**src/rtl/ex_mem_pipe_flags.sv**
```systemverilog
// EX/MEM pipeline register with optional signed saturation of ADD/SUB results and the N/Z/V flag register.
// Saturation is enabled by defining EXMEM_SAT_EN; otherwise results wrap. Latency 1 cycle; stall holds, flush bubbles.
module ex_mem_pipe_flags #(
  parameter int DATA_W = 16,
  parameter int REG_W  = 4
) (
  input  logic              clk,
  input  logic              rst,
  input  logic              stall,
  input  logic              flush,
  input  logic              ex_valid,
  input  logic [3:0]        ex_opcode,
  input  logic [DATA_W-1:0] ex_sum,
  input  logic              ex_a_msb,
  input  logic              ex_b_msb,
  input  logic [REG_W-1:0]  ex_rd,
  input  logic              ex_regwrite,
  input  logic              ex_memread,
  input  logic              ex_memwrite,
  input  logic [DATA_W-1:0] ex_store_data,
  output logic              mem_valid,
  output logic [DATA_W-1:0] mem_result,
  output logic [REG_W-1:0]  mem_rd,
  output logic              mem_regwrite,
  output logic              mem_memread,
  output logic              mem_memwrite,
  output logic [DATA_W-1:0] mem_store_data,
  output logic              flag_n,
  output logic              flag_z,
  output logic              flag_v
);

  localparam logic [3:0] OP_ADD = 4'h0;
  localparam logic [3:0] OP_SUB = 4'h1;
  localparam logic [3:0] OP_XOR = 4'h2;
  localparam logic [3:0] OP_SLL = 4'h4;
  localparam logic [3:0] OP_SRA = 4'h5;
  localparam logic [3:0] OP_ROR = 4'h6;

  localparam logic [DATA_W-1:0] SAT_MAX = {1'b0, {(DATA_W-1){1'b1}}};
  localparam logic [DATA_W-1:0] SAT_MIN = {1'b1, {(DATA_W-1){1'b0}}};

  logic              is_addsub;
  logic              is_zonly;
  logic              ovf;
  logic [DATA_W-1:0] res;

  always_comb begin
    is_addsub = (ex_opcode == OP_ADD) || (ex_opcode == OP_SUB);
    is_zonly  = (ex_opcode == OP_XOR) || (ex_opcode == OP_SLL) ||
                (ex_opcode == OP_SRA) || (ex_opcode == OP_ROR);
    // b_msb arrives already inverted for SUB, so one rule covers both ops
    ovf = is_addsub && (ex_a_msb == ex_b_msb) && (ex_sum[DATA_W-1] != ex_a_msb);
`ifdef EXMEM_SAT_EN
    res = ovf ? (ex_a_msb ? SAT_MIN : SAT_MAX) : ex_sum;
`else
    res = ex_sum;
`endif
  end

  always_ff @(posedge clk) begin
    if (rst) begin
      mem_valid      <= 1'b0;
      mem_result     <= '0;
      mem_rd         <= '0;
      mem_regwrite   <= 1'b0;
      mem_memread    <= 1'b0;
      mem_memwrite   <= 1'b0;
      mem_store_data <= '0;
      flag_n         <= 1'b0;
      flag_z         <= 1'b0;
      flag_v         <= 1'b0;
    end else if (flush) begin
      // data fields and flags deliberately hold through a bubble
      mem_valid    <= 1'b0;
      mem_regwrite <= 1'b0;
      mem_memread  <= 1'b0;
      mem_memwrite <= 1'b0;
    end else if (!stall) begin
      mem_valid      <= ex_valid;
      mem_result     <= res;
      mem_rd         <= ex_rd;
      mem_regwrite   <= ex_valid & ex_regwrite;
      mem_memread    <= ex_valid & ex_memread;
      mem_memwrite   <= ex_valid & ex_memwrite;
      mem_store_data <= ex_store_data;
      if (ex_valid) begin
        if (is_addsub) begin
          flag_n <= res[DATA_W-1];
          flag_z <= (res == '0);
          flag_v <= ovf;
        end else if (is_zonly) begin
          flag_z <= (res == '0);
        end
      end
    end
  end

endmodule
```
**config.mk**
```make
export PLATFORM = sky130hd
export DESIGN_NAME = ex_mem_pipe_flags
export DESIGN_NICKNAME = d
export VERILOG_FILES = /design/src/rtl/ex_mem_pipe_flags.sv
export SDC_FILE = /design/constraint.sdc
export NUM_CORES = 1
export LEC_CHECK = 0
export BUFFER_PORTS_ARGS = -buffer_cell sky130_fd_sc_hd__buf_2
export CELL_PAD_IN_SITES_DETAIL_PLACEMENT = 0
export CELL_PAD_IN_SITES_GLOBAL_PLACEMENT = 2
export CORE_MARGIN = 2
export CORE_UTILIZATION = 23
export CTS_BUF_LIST = sky130_fd_sc_hd__clkbuf_4 sky130_fd_sc_hd__clkbuf_8
export CTS_CLUSTER_SIZE = 25
export DETAILED_ROUTE_END_ITERATION = 16
export PLACE_DENSITY_LB_ADDON = 0.1
export SLEW_MARGIN = 20
export SYNTH_ARGS = -nofsm -noshare
export SYNTH_HDL_FRONTEND = slang
export SYNTH_SLANG_ARGS = --single-unit
export TNS_END_PERCENT = 50
```
**constraint.sdc**
```tcl
create_clock -name clk -period 1.12 [get_ports clk]
set_input_delay 0.112 -clock clk [delete_from_list [all_inputs] [get_ports clk]]
set_output_delay 0.112 -clock clk [all_outputs]
set_load 0.05 [all_outputs]
```
[After elaboration in Yosys (flattened, before gate mapping)]
Cells that the tools add are included.
Cells by class
  eq/ne operators: 7
  multiplexer cells: 2
  bitwise gates (word level): 5
  reductions and logical operators: 13
Operators by type and width (count)
  $logic_not A16 Y1: 1
  $eq A4 B3 Y1 const B: 3
  $reduce_and A4 Y1: 2
  $eq A4 B1 Y1 const B: 1
  $eq A4 B2 Y1 const B: 1
  $logic_not A4 Y1: 1
  $logic_or A1 B1 Y1: 4
  $and A1 B1 Y1: 3
  $logic_and A1 B1 Y1: 2
  $mux W1: 2
  $not A1 Y1: 2
  $reduce_and A2 Y1: 1
  $reduce_bool A2 Y1: 1
  $reduce_or A2 Y1: 1
  $eq A1 B1 Y1: 1
  $ne A1 B1 Y1: 1
Word-level totals
  flip-flop bits (word level): 43
  input port bits: 50
  word-level logic and storage cells: 37

[Longest topological paths before layout]
  depth after elaboration: 6
  depth in mapped cells: 6
  depth with buffers taken out: 3

[Worst setup path before layout]
Ideal clock, no wire load.
  path type: reg-to-reg
  from: reg flag_z (netlist name)
  to: reg flag_z
  data arrival time: 999 ps
  data required time: 1051 ps
  setup slack: 52 ps
  cell stages (with the launch flop): 4
  path buffers: 0
  clock period less this slack: 1068 ps
  path through: dfxtp_1 > inv_1 > a211o_1 > o21ai_1
RTL lines
  end signal, assigned: line 90  | flag_z <= (res == '0);
  end signal, assigned: line 93  | flag_z <= (res == '0);
  end, declared: line 29  | output logic flag_z,

[Worst setup path after layout]
  from: reg flag_v
  to: out flag_v
RTL lines
  start, declared: line 30  | output logic flag_v
  start signal, assigned: line 91  | flag_v <= ovf;
No word-level cell between the ends.

==> metrics.txt <==
run status finished clean; leakage 1.04 nW; die area 7580 sq um; most frequent cells in the layout buf_2, nand2_1, dfxtp_1; total power 0.00321 W; register area share after synthesis 54.2%; Sequential Power Share 50.5%; Netlist cell types 22; hold_ws 54.9 ps; CTS tree built; Synth Area per Inst 8.06 sq um; Fillers 785; min Tclk post-route 1020 ps; largest net degree at the start of global routing 37; Clk pwr share 31.2%; GPL Wtd Cong 0.710; Hold Fails Final Rpt 0; total net switching power 0.000951 W; starting density of the core 23.6%; Post-route DRC 0; crit-path max cell delay 340 ps; port buffer count 92; worst setup path class flip-flop to output port; FF+latch count, synth 43; Core Box Area 6720 sq um; CTS Buf Count 5; total grt overflow 0; post-route ant nets 0; Comb pwr share 18.3%; Cell Area, Synth 1590 sq um; Tightest Hold Check Type primary input to flip-flop; vias in the first global route 1577; max-slew violations 0; CP Capture Type output port; final setup violating endpoints 0; cell taking the most area after synthesis dfxtp_1; Post-Syn Nets 247; Longest Clk Path Bufs 2; startpoint types flip-flop; H-tree level count 2; clock root cell clkbuf_8; PD cells 1430 nW/um^2; DP Wirelength 3400 um; Worst path slowest cell dfxtp_1; Reg clk slew, reported paths 80 ps; clk sinks 43; Placed Cells 364; Die Ht 87.1 um; vias per cell 4.34; f_max 0.985 GHz; routed wire length 4700 um; DR pass1 iterations 5; # hold bufs at CTS 0; layout cells sized above 1 38.4%; Ys Warns 0; setup TNS 0 ps; Worst Max-Slew Pin Slew 317 ps; Syn-to-layout area delta 41.5%; Pint 0.00226 W; initial antenna violation count 0; CP bufs+invs 1; DR vias 1615; crit path DAT 900 ps; Max-Cap Viols 0; Final period util 90.7%; Worst-Skew Late Latency 280 ps; die width 87.1 um; leading post-synthesis cells by cell area dfxtp_1, nand2_1, a21oi_1; post_cts resized 0; Max-slew headroom 78.8%; Sw Share 29.7%; Mapped Cells 197; global-route wire length before repair 7450 um; CP max FO 2; routed len/inst 12.6 um; top-area cell type share of the netlist area 54.2%; commonest non-fill, non-tap cell in the layout buf_2; crit-path cells buf_2; gr usage total 12.4%; RSZ-0062 raised after global routing false; n_diodes 0; fin nets 341; CP delay by family, top flip-flops; Non-Filler Instances 372; required time of the critical path 1010 ps; worst vdd ir 0.490 mV; skew final 0 ps; I/O pin cnt 93; num rows 30; post-CTS setup buffer count 0; Iteration-0 DRC Markers 41
## cells in the mapped netlist (all sizes together)
| cell type | n |
|---|---|
| nand2 | 73 |
| dfxtp | 43 |
| a21oi | 40 |
| buf | 9 |
| clkbuf | 5 |
| nor3 | 5 |
| a22oi | 3 |
| nor2 | 3 |
| nor4 | 3 |
| nand3 | 2 |
| nor2b | 2 |
| a211o | 1 |
| a21bo | 1 |
| a311oi | 1 |
| inv | 1 |
| nand4 | 1 |
| nor3b | 1 |
| nor4b | 1 |
| o21ai | 1 |
| or2 | 1 |
## cells by family after synthesis
| family | count (synthesis) | share of synthesized area, % |
|---|---|---|
| AND/OR/NAND/NOR | 92 | 25.1 |
| AO/OA/AOI/OAI | 47 | 16.1 |
| flip-flops | 43 | 54.2 |
| buffers and inverters | 15 | 4.65 |
## power groups by stage
stage / combinational, W / sequential, W / clock, W
2_1_floorplan: 0.000158 / 0.00187 / 0
3_3_place_gp: 0.000598 / 0.00165 / 0
3_5_place_dp: 0.000598 / 0.00166 / 0
4_1_cts: 0.000599 / 0.00162 / 0.00107
5_1_grt: 0.000642 / 0.00163 / 0.00113
6_report: 0.000588 / 0.00162 / 0.00100
## worst reg2reg max path, stage by stage (launching register included)
cell	delay, ps
dfxtp_1	340
inv_1	40
a211o_1	250
o21ai_1	60
## path summary, 6_finish.rpt
path              slack, ps                 end  cells after the start               start
setup / recovery        100              flag_v                      1              flag_v
hold / removal           50  mem_store_data[14]                      3   ex_store_data[14]
setup reg to reg        370              flag_z                      3              flag_z
hold reg to reg         450  mem_store_data[15]                      2  mem_store_data[15]
## per-layer routing
metal	global-route usage [%]	wire [um]	vias to the layer above	part of all wire, %
li1	-	-	837	-
met1	15.7	2110	731	45
met2	20.4	2230	45	47
met3	4.08	331	2	7.0
met4	3.41	30	0	0.64
met5	0	0	-	0
## stage by stage
stage	worst slack, ps	instance area, sq um	util (%)
finish	104	2250	33.4
global route	42.1	2250	33.4
CTS	87.1	2250	33.4
detailed placement	63.0	2160	32.1
global placement	83.2	2160	32.1
floorplan	51.9	1590	-
## area by class of cell
cell class | instances | area [sq um] | share of cell area [%]
Tap cell | 80 | 100 | 4.45
Clock inverter | 1 | 5.00 | 0.223
Timing Repair Buffer | 101 | 541 | 24.1
Clock buffer | 7 | 83.8 | 3.73
Sequential cell | 43 | 861 | 38.3
Inverter | 1 | 3.75 | 0.167
Multi-Input combinational cell | 139 | 653 | 29.1
## state kept, by name, indices dropped and copies added (netlist names)
name            cells
flag_n              1
flag_v              1
flag_z              1
mem_memread         1
mem_memwrite        1
mem_rd              4
mem_regwrite        1
mem_result         16
mem_store_data     16
mem_valid           1
(Power assumes the default switching activity.)
